## src/rtl/commit_trace_buffer.sv

```systemverilog
`default_nettype none
// ============================================================================
//  Module   : commit_trace_buffer
//  Brief    : Retirement-trace capture. A circular buffer holds one entry per
//             committed instruction (PC, instruction word, rd, write-back
//             data). Capture can stop automatically at a programmed stop PC.
//             The drain port is first-word-fall-through.
//  Revision : 1.0 - initial release
// ============================================================================
module commit_trace_buffer #(
    parameter int XLEN  = 32,
    parameter int DEPTH = 16,
    parameter int WRAP  = 1
) (
    input  logic                     clk,
    input  logic                     rst,
    input  logic                     commit_valid,
    input  logic [XLEN-1:0]          commit_pc,
    input  logic [31:0]              commit_ins,
    input  logic                     commit_regwen,
    input  logic [4:0]               commit_rd,
    input  logic [XLEN-1:0]          commit_wdata,
    input  logic                     stop_en,
    input  logic [XLEN-1:0]          stop_pc,
    input  logic                     arm,
    input  logic                     clear,
    input  logic                     out_ready,
    output logic                     out_valid,
    output logic [XLEN-1:0]          out_pc,
    output logic [31:0]              out_ins,
    output logic                     out_regwen,
    output logic [4:0]               out_rd,
    output logic [XLEN-1:0]          out_wdata,
    output logic [$clog2(DEPTH):0]   count,
    output logic                     halted,
    output logic                     overflow,
    output logic [15:0]              drop_cnt
);

    localparam int                c_AW      = $clog2(DEPTH);
    localparam logic [c_AW:0]     c_FULL    = (c_AW + 1)'(DEPTH);
    localparam bit                c_WRAP    = (WRAP != 0);

    localparam logic [0:0]        c_CAPTURE = 1'b0;
    localparam logic [0:0]        c_STOPPED = 1'b1;

    // Entry storage; contents are never reset, only pointers and status are.
    logic [XLEN-1:0]   r_pc_mem    [DEPTH];
    logic [31:0]       r_ins_mem   [DEPTH];
    logic              r_regwen_mem[DEPTH];
    logic [4:0]        r_rd_mem    [DEPTH];
    logic [XLEN-1:0]   r_wdata_mem [DEPTH];

    logic [c_AW-1:0]   r_wptr;
    logic [c_AW-1:0]   r_rptr;
    logic [c_AW:0]     r_count;
    logic              r_overflow;
    logic [15:0]       r_drop_cnt;
    logic [0:0]        r_state;
    logic [0:0]        w_state_nxt;

    logic              w_push;
    logic              w_pop;
    logic              w_full;
    logic              w_wr;
    logic              w_overwrite;
    logic              w_drop;
    logic              w_trig;

    // Transaction qualification. A pop on a full buffer frees the slot the
    // push lands in, so push+pop on full is a plain write with no overwrite.
    always_comb begin
        w_push      = (r_state == c_CAPTURE) && commit_valid;
        w_pop       = (r_count != '0) && out_ready;
        w_full      = (r_count == c_FULL);
        w_wr        = w_push && (!w_full || w_pop || c_WRAP);
        w_overwrite = w_push && w_full && !w_pop && c_WRAP;
        w_drop      = w_push && w_full && !w_pop && !c_WRAP;
        w_trig      = w_push && stop_en && (commit_pc == stop_pc);
    end

    // Entry write port.
    always_ff @(posedge clk) begin
        if (w_wr) begin
            r_pc_mem[r_wptr]     <= commit_pc;
            r_ins_mem[r_wptr]    <= commit_ins;
            r_regwen_mem[r_wptr] <= commit_regwen;
            r_rd_mem[r_wptr]     <= commit_rd;
            r_wdata_mem[r_wptr]  <= commit_wdata;
        end
    end

    // Pointers, occupancy and sticky status; clear takes priority over traffic.
    always_ff @(posedge clk) begin
        if (rst || clear) begin
            r_wptr     <= '0;
            r_rptr     <= '0;
            r_count    <= '0;
            r_overflow <= 1'b0;
            r_drop_cnt <= '0;
        end else begin
            if (w_wr) begin
                r_wptr <= r_wptr + 1'b1;
            end
            if (w_pop || w_overwrite) begin
                r_rptr <= r_rptr + 1'b1;
            end
            if (w_wr && !w_pop && !w_overwrite) begin
                r_count <= r_count + 1'b1;
            end else if (w_pop && !w_wr) begin
                r_count <= r_count - 1'b1;
            end
            if (w_overwrite) begin
                r_overflow <= 1'b1;
            end
            if (w_drop && (r_drop_cnt != 16'hFFFF)) begin
                r_drop_cnt <= r_drop_cnt + 1'b1;
            end
        end
    end

    // Capture-state register.
    always_ff @(posedge clk) begin
        if (rst) begin
            r_state <= c_CAPTURE;
        end else begin
            r_state <= w_state_nxt;
        end
    end

    // Next-state: stop on the trigger commit, resume on arm, clear forces capture.
    always_comb begin
        w_state_nxt = r_state;
        case (r_state)
            c_CAPTURE: if (w_trig) w_state_nxt = c_STOPPED;
            c_STOPPED: if (arm)    w_state_nxt = c_CAPTURE;
            default:               w_state_nxt = c_CAPTURE;
        endcase
        if (clear) begin
            w_state_nxt = c_CAPTURE;
        end
    end

    // Head-of-buffer outputs and status.
    always_comb begin
        out_valid  = (r_count != '0);
        out_pc     = r_pc_mem[r_rptr];
        out_ins    = r_ins_mem[r_rptr];
        out_regwen = r_regwen_mem[r_rptr];
        out_rd     = r_rd_mem[r_rptr];
        out_wdata  = r_wdata_mem[r_rptr];
        count      = r_count;
        halted     = (r_state == c_STOPPED);
        overflow   = r_overflow;
        drop_cnt   = r_drop_cnt;
    end

endmodule
`default_nettype wire
```

## config.mk

```make
export PLATFORM = sky130hd
export DESIGN_NAME = commit_trace_buffer
export DESIGN_NICKNAME = d
export VERILOG_FILES = /design/src/rtl/commit_trace_buffer.sv
export SDC_FILE = /design/constraint.sdc
export NUM_CORES = 1
export LEC_CHECK = 0
export BUFFER_PORTS_ARGS = -buffer_cell sky130_fd_sc_hd__buf_4
export CAP_MARGIN = 10
export CORE_UTILIZATION = 55
export DETAILED_ROUTE_END_ITERATION = 6
export MAX_ROUTING_LAYER = met4
export PLACE_DENSITY = 0.82
export REMOVE_ABC_BUFFERS = 1
export SYNTH_ARGS = -nofsm -noshare
export SYNTH_HDL_FRONTEND = slang
export SYNTH_SLANG_ARGS = --single-unit
export TNS_END_PERCENT = 20
```

## constraint.sdc

```tcl
create_clock -name clk -period 10.25 [get_ports clk]
set_input_delay 0.5125 -clock clk [delete_from_list [all_inputs] [get_ports clk]]
set_output_delay 0.5125 -clock clk [all_outputs]
set_load 0.05 [all_outputs]
```

Yosys cells after proc, flatten, opt, wreduce, memory -nomap -nowiden:

Memories as Yosys holds them, arrays and structs flattened. A register that Yosys moved wholly into a read port is not among the register bits.
Cells that the tools add are included.

* flip-flop bits (word level): 15
* RAM bits: 1632
* input port bits: 141
* output and inout bits: 126
* word-level logic and storage cells: 51
* memories: 5

* add/sub/neg operators: 4
* equal/unequal tests: 2
* multiplexer cells: 17
* bitwise operators: 1
* reduce and logical (&&, ||, !) cells: 17

Memories
* r_ins_mem: words 16, width 32, rd ports 1, clocked after memory_dff 1, wr ports 1, RTL line 49 `logic [31:0] r_ins_mem [DEPTH];`
* r_pc_mem: words 16, width 32, rd ports 1, clocked after memory_dff 1, wr ports 1, RTL line 48 `logic [XLEN-1:0] r_pc_mem [DEPTH];`
* r_wdata_mem: words 16, width 32, rd ports 1, clocked after memory_dff 1, wr ports 1, RTL line 52 `logic [XLEN-1:0] r_wdata_mem [DEPTH];`
* r_rd_mem: words 16, width 5, rd ports 1, clocked after memory_dff 1, wr ports 1, RTL line 51 `logic [4:0] r_rd_mem [DEPTH];`
* r_regwen_mem: words 16, width 1, rd ports 1, clocked after memory_dff 1, wr ports 1, RTL line 50 `logic r_regwen_mem[DEPTH];`

Operators with widths (number)
* $mux 4: 10
* $eq 32x32->1: 1
* $mux 5: 2
* $logic_and 1x1->1: 9
* $add 4x1->4 const B: 2
* $add 5x1->5 const B: 1
* $eq 5x5->1 const B: 1
* $reduce_bool 5->1: 1
* $sub 5x1->5 const B: 1
* $mux 1: 4
* $logic_not 1->1: 3
* $logic_or 1x1->1: 2
* $pmux 1 s2: 1
* $reduce_bool 2->1: 1
* $reduce_or 2->1: 1
* $not 1->1: 1

Depth between registers and ports, before layout:

Gate-level depths: netlist of run 1.

* depth after elaboration: 7
* gate-level depth with buffers: 9
* gate-level depth less buffers: 9

Least setup slack after synthesis of run 1:

No wires, ideal clock.

* path kind: register to register
* start: register r_state, in the netlist halted
* end: memory r_ins_mem[3][0] (enable)
* setup time: 0.687 ns
* data arrival time: 8.079 ns
* data required time: 9.563 ns
* setup slack: 1.483 ns
* cell stages (with the launch flop): 5
* path buffers: 1
* period minus slack after synthesis: 8.767 ns
* cells stage by stage: dfxtp_1 nor2b_1 buf_1 nand2_1 nor3_1

* word-level cells in the longest chain between the ends: 4

RTL lines
* from (decl): RTL line 59 `logic [0:0] r_state;`
* from (signal assigned): RTL line 125 `r_state <= c_CAPTURE;`
* from (signal assigned): RTL line 127 `r_state <= w_state_nxt;`
* $not 1->1: RTL line 73 `w_push = (r_state == c_CAPTURE) && commit_valid;`
* $logic_and 1x1->1: RTL line 73
* $mux 1: RTL line 84 `if (w_wr) begin`
* $mux 1 (not written as such): RTL line 86 `r_ins_mem[r_wptr] <= commit_ins;`
* to (decl): RTL line 49

No other way between the ends.

==> impl_metrics.tcl, run 1 <==
set metrics [dict create \
    vdd_ir_drop_max_mv 0.177 \
    die_h_um 339 \
    finalWorstSetupSlack_ps 4870 \
    cp-end-kind "primary output" \
    p_int_mw 11.0 \
    p_sw_share_pct 22.0 \
    final.min_clock_period_ps 5380 \
    fin_crit_sh_pct 52.5 \
    setup.worst_path.start_class "flop" \
    crit_required_ps 9740 \
    grt_pass1_wl_um 213000 \
    worstSetupPathType "reg -> out" \
    placed_cells 4123 \
    root_buffer "clkbuf_16" \
    hold_depth 1 \
    die_area_um2 115000 \
    wl_um 148000 \
    regToRegSetupSlack_ps 6800 \
    grt_pass1_vias 30300 \
    synth_ff_type "edfxtp_1" \
    portBuffers 250 \
    htreeDepth 4 \
    post-dp-hpwl_um 71200 \
    power_density_nw_per_um2 197 \
    seqCellArea_um2 49400 \
    synth_edf_count 1632 \
    slew_headroom_pct 22.8 \
    synth_top_area_share_pct 78.3 \
    multi_input_area_um2 12600 \
    path_delay_family "buffers and inverters" \
    slowest_stage "buf_4" \
    synth_area_per_cell_um2 25.7 \
    ys_top_cells_by_area "edfxtp_1, mux4_2, dfxtp_1" \
    synth_area_leader_cell "edfxtp_1" \
    setup_viol 0 \
    worstPathMaxFanout 74 \
    hold_viol_final 0 \
    rr_startpoint "halted" \
    clk_latency_ps 780 \
    crit_path_frequent_cell "buf_4" \
    hold-path-endpoint "r_wdata_mem[7][3]" \
    fillers 6984 \
    place_area_um2 66200 \
    clock_path_buffers 3 \
    cts_buffers 159 \
    p_leak_nw 21.9 \
    r2r_end "r_wdata_mem[11][17]" \
    antenna_left 0 \
    antenna_found_initial 8 \
    tritoncts "yes" \
    max_freq_mhz 186 \
    pwr-share-clk_pct 39.7 \
    drc 0 \
    synthCells 2436 \
    coreArea_um2 113000 \
    vias 28800 \
    r2r_cells 6 \
    p_seq_share_pct 53.3 \
    cpPeakStageDelay_ps 970 \
    die_w_um 339 \
    status "completed" \
    layout.nets 2951 \
    grt_max_degree 103 \
    worstHoldPathType "in -> reg" \
    clock-sinks 1651 \
    critPathBufInv 3 \
    num_rows 123 \
    start_util_pct 55.5 \
    place_ws_ps 5660 \
    crit_cells 5 \
    syn-cell-area_um2 62600 \
    ys_ff_latch 1651 \
    ys_seq_area_share_pct 79.0 \
    io_pins 267 \
    yosysUniqueCellTypes 37 \
    synth_warnings 0 \
    cp_cell_sequence "buf_4, buf_4, mux4_2, mux4_2, buf_4" \
    grt_util_all_layers_pct 27.0 \
    final_cells 4432 \
    cp.arrival_ps 4870 \
    p_total_mw 14.0 \
    maxCapViolCount 0 \
    drt-initial-drc-count 3524 \
    skew_ps 31.6 \
    gp_congestion 0.753 \
    dr.pass1.iters 5 \
    grt-ovfl-total 0 \
    worstMarginPinSlew_ps 1160 \
    post_drt_wl_per_cell_um 33.4 \
    hp-start "commit_wdata[3]" \
    area_delta_synth_final_pct 14.0 \
    p_switching_mw 3.09 \
    rsz0062_at_grt "false" \
    async_flop_share_pct 0 \
    drv_slew 0 \
    vias_per_cell 6.51 \
    pwr-share-comb_pct 7.0 \
    holdWs_ps 34.4 \
    postLayoutCellArea_um2 71300 \
    drive_gt1_share_pct 36.0 \
    path_clk_slew_ps 70 \
]
## cell usage in the layout (no fill, tap or decap), drive strengths merged, types with 11 or more instances in the layout
cell type / synthesis / final
edfxtp: 1632 / 1632
mux4: 510 / 510
buf: 70 / 306
clkbuf: 64 / 203
clkinv: 0 / 58
nor2: 26 / 26
xnor2: 21 / 21
xor2: 20 / 20
dfxtp: 19 / 19
dlygate4sd3: 0 / 17
conb: 1 / 16
inv: 5 / 16
nand2: 11 / 11
## through the flow
step	util, %	setup TNS, ps
after floorplan	-	-844420
after global placement	58.8	0
after detailed placement	58.8	0
after CTS	63.3	0
after global routing	63.3	0
final	63.3	0
## registers in the layout (all words and copies together) (netlist names), named ones only
signal        cells
halted            1
r_regwen_mem     16
overflow          1
r_pc_mem        512
r_wdata_mem     512
count             5
r_rd_mem         80
r_ins_mem       512
r_rptr            4
r_wptr            4
## worst register-to-register path: cells and delay by family (launching register included)
kind / cells / cell delay [ps]
buf+inv: 3 / 1570
simple gates: 3 / 1130
flops: 1 / 330
## power groups by stage
stage / Combinational, mW / Clock [mW] / Sequential (mW)
2_1_floorplan: 0.833 / 0 / 7.72
3_3_place_gp: 0.943 / 0 / 7.62
3_5_place_dp: 0.978 / 0 / 7.63
4_1_cts: 0.996 / 5.62 / 7.49
5_1_grt: 1.04 / 5.87 / 7.49
6_report: 0.986 / 5.57 / 7.49
## final cells by class
cell class | instances | area share [%]
diodes | 9 | 0.0316
multi-input cells | 661 | 17.7
well taps | 1500 | 2.63
inverters | 5 | 0.0263
repair buffers | 323 | 3.53
clock buffers | 203 | 5.93
clock inverters | 80 | 0.919
flip-flops and latches | 1651 | 69.3
## worst max path at each step
stage,slack (ps),end,from
3_3_place_gp,5770,out_ins[19],flop
4_1_cts,4840,out_ins[19],flop
5_1_grt,4730,out_pc[15],flop
2_1_floorplan,-8280,out_ins[0],flop
6_report,4870,out_pc[13],flop
3_5_place_dp,5660,out_ins[19],flop
## cell families (layout without fill, tap and decap cells)
logic type | count (synthesis) | in the layout | share of synthesized area, %
AOI/OAI and AO/OA | 13 | 13 | 0.142
xor gates and xnor gates | 41 | 41 | 0.574
buffers and inverters | 139 | 611 | 1.17
other | 1 | 25 | 0.00599
and+or+nand+nor | 67 | 67 | 0.522
muxes | 515 | 515 | 18.4
adders and majority gates | 9 | 9 | 0.192
DFF | 1651 | 1651 | 79.0
## per-layer routing
layer	global-route usage [%]	vias to the layer above	routed length [um]
met1	34.6	15500	54500
met5	-	-	0
met3	5.66	270	13500
met2	44.0	1783	76400
met4	7.92	0	3740
li1	-	11300	-
## cells in the mapped netlist, types with 2 or more instances
library cell / n
ha_1: 8
edfxtp_1: 1632
xnor2_1: 21
nand4_1: 6
a21oi_1: 5
dfxtp_1: 19
buf_1: 9
nand3_1: 2
a21o_1: 2
clkbuf_1: 64
nor4_1: 5
nor3_1: 6
buf_4: 16
nand2b_1: 3
mux4_2: 510
buf_2: 30
nand2_1: 11
a31oi_1: 2
inv_1: 5
buf_6: 15
nor2_1: 26
mux2i_1: 5
xor2_1: 20
## what timing repair did
item,4_1_cts,5_1_grt
hold buffers,17,0
resized for setup,0,0
endpoints found under the hold margin,96,0
setup buffers,0,0
(Power assumes the default switching activity.)
==> run 2: changes to the inputs <==
Clock period 10.25 ns to 5.2 ns, I/O delays scaled along.
==> run 2 against run 1 <==
Effect of this change:
- die area unchanged
- first-iteration DRC count increased by 0.48%
- via count rose by 1.8%
- critical path depth stayed put
- non-clock buffer count up 107
- combinational power is 100% higher
- register-to-register slack lost 5100 ps
- highest routed layer unchanged
- global-route usage decreased by 0.19 points
- worst hold slack gained 310 ps
- clock-buffer cell count decreased by 12
- setup slack lost 3500 ps
==> impl_metrics.tcl, run 2 (same netlist as run 1, synthesis figures left out) <==
set metrics [dict create \
    antenna_left 0 \
    holdBufCountCts 110 \
    portBuffers 250 \
    slew_headroom_pct 20.8 \
    maxCapViolCount 0 \
    drv_slew 0 \
    r2r_end "count[4]" \
    grt_pass1_wl_um 212000 \
    die_w_um 339 \
    worstHoldPathType "in -> reg" \
    clock_path_buffers 3 \
    setup.worst_path.start_class "flop" \
    grt_util_all_layers_pct 26.8 \
    cts_resized 0 \
    post_drt_wl_per_cell_um 32.4 \
    cpPeakStageDelay_ps 940 \
    coreArea_um2 113000 \
    cts_buffers 159 \
    drc 0 \
    wl_um 147000 \
    setup_viol 0 \
    p_leak_nw 22.5 \
    hp-start "stop_en" \
    final_common_cell "edfxtp_1" \
    tritoncts "yes" \
    r2r_cells 10 \
    fin_crit_sh_pct 74.5 \
    clock-sinks 1651 \
    area_delta_synth_final_pct 16.6 \
    io_pins 267 \
    grt_pass1_vias 30700 \
    skew_ps 17.0 \
    power_density_nw_per_um2 384 \
    layout.nets 3058 \
    path_clk_slew_ps 60 \
    root_buffer "clkbuf_16" \
    slowest_stage "dfxtp_4" \
    top_regs "r_ins_mem: 512 flops, r_pc_mem: 512 flops, r_wdata_mem: 512 flops" \
    worstMarginPinSlew_ps 1180 \
    gp_congestion 0.770 \
    rr_startpoint "count[0]" \
    cp-end-kind "primary output" \
    dr.pass1.iters 7 \
    die_h_um 339 \
    status "completed" \
    grt-ovfl-total 0 \
    vias 29400 \
    final_core_util_pct 64.7 \
    crit_required_ps 4940 \
    drive_gt1_share_pct 35.4 \
    rsz0062_at_grt "false" \
    p_total_mw 28.0 \
    clk_latency_ps 760 \
    grt_max_degree 94 \
    max_freq_mhz 258 \
    final.min_clock_period_ps 3870 \
    start_util_pct 55.5 \
    cp.arrival_ps 3610 \
    post-dp-hpwl_um 70900 \
    antenna_found_initial 7 \
    hold-path-endpoint "halted" \
    vdd_ir_drop_max_mv 0.300 \
    setup_tns_ps 0 \
    htreeDepth 4 \
    worstSetupPathType "reg -> out" \
    worstPathMaxFanout 40 \
    hold_depth 4 \
    cp_cell_sequence "buf_12, buf_12, mux4_2, mux4_2, buf_4" \
    regToRegSetupSlack_ps 1720 \
    hold_viol_final 0 \
    cts_setup_buffers 0 \
    num_rows 123 \
    drt-initial-drc-count 3541 \
    die_area_um2 115000 \
    vias_per_cell 6.46 \
    layout_common_cells "edfxtp_1, mux4_2, buf_4, clkbuf_16, dlygate4sd3_1" \
]
run 2: layout make-up:
type / count / area, um2
antenna: 8 / 20.0
sequential: 1651 / 49400
fill: 6876 / 39700
inverter: 5 / 18.8
timing repair buffer: 430 / 3980
clock inverter: 100 / 836
tap: 1500 / 1880
multi-input combinational: 661 / 12600
clock buffer: 191 / 4180
run 2: worst max path at each step:
stage	slack (ps)	start	cells after the start	end
after floorplan	-13080	flop	2	out_ins[0]
after global placement	2020	flop	5	out_pc[11]
after detailed placement	2010	flop	5	out_pc[11]
after CTS	1200	flop	5	out_wdata[25]
after global routing	1110	flop	5	out_pc[11]
final	1330	flop	5	out_pc[11]
run 2: per-stage QoR:
step | cells | hold slack [ps] | setup WS (ps) | area, um2
6_report | 4546 | 348 | 1330 | 72900
4_1_cts | 4537 | 292 | 1200 | 72900
3_3_place_gp | 4136 | 466 | 2020 | 66800
3_5_place_dp | 4136 | 467 | 2010 | 66800
2_1_floorplan | 2317 | 359 | -13080 | 61900
5_1_grt | 4543 | 320 | 1110 | 72900
run 2: report_power, final:
part | internal, mW | switching (mW) | total, mW
Sequential | 14.7 | 0.0571 | 14.8
Clock | 6.27 | 4.93 | 11.2
Combinational | 0.873 | 1.15 | 2.02
run 2: critical path: cells and delay by family (launching register included):
kind,cells,cell delay (ps)
mux,2,1080
flops,1,940
buf+inv,3,800
run 2: per-layer routing:
layer  part of all wire, %  GRT usage, %
met2                    51          43.0
met4                   2.4          7.90
met1                    38          35.3
met3                   8.5          5.19
met5                     0             -
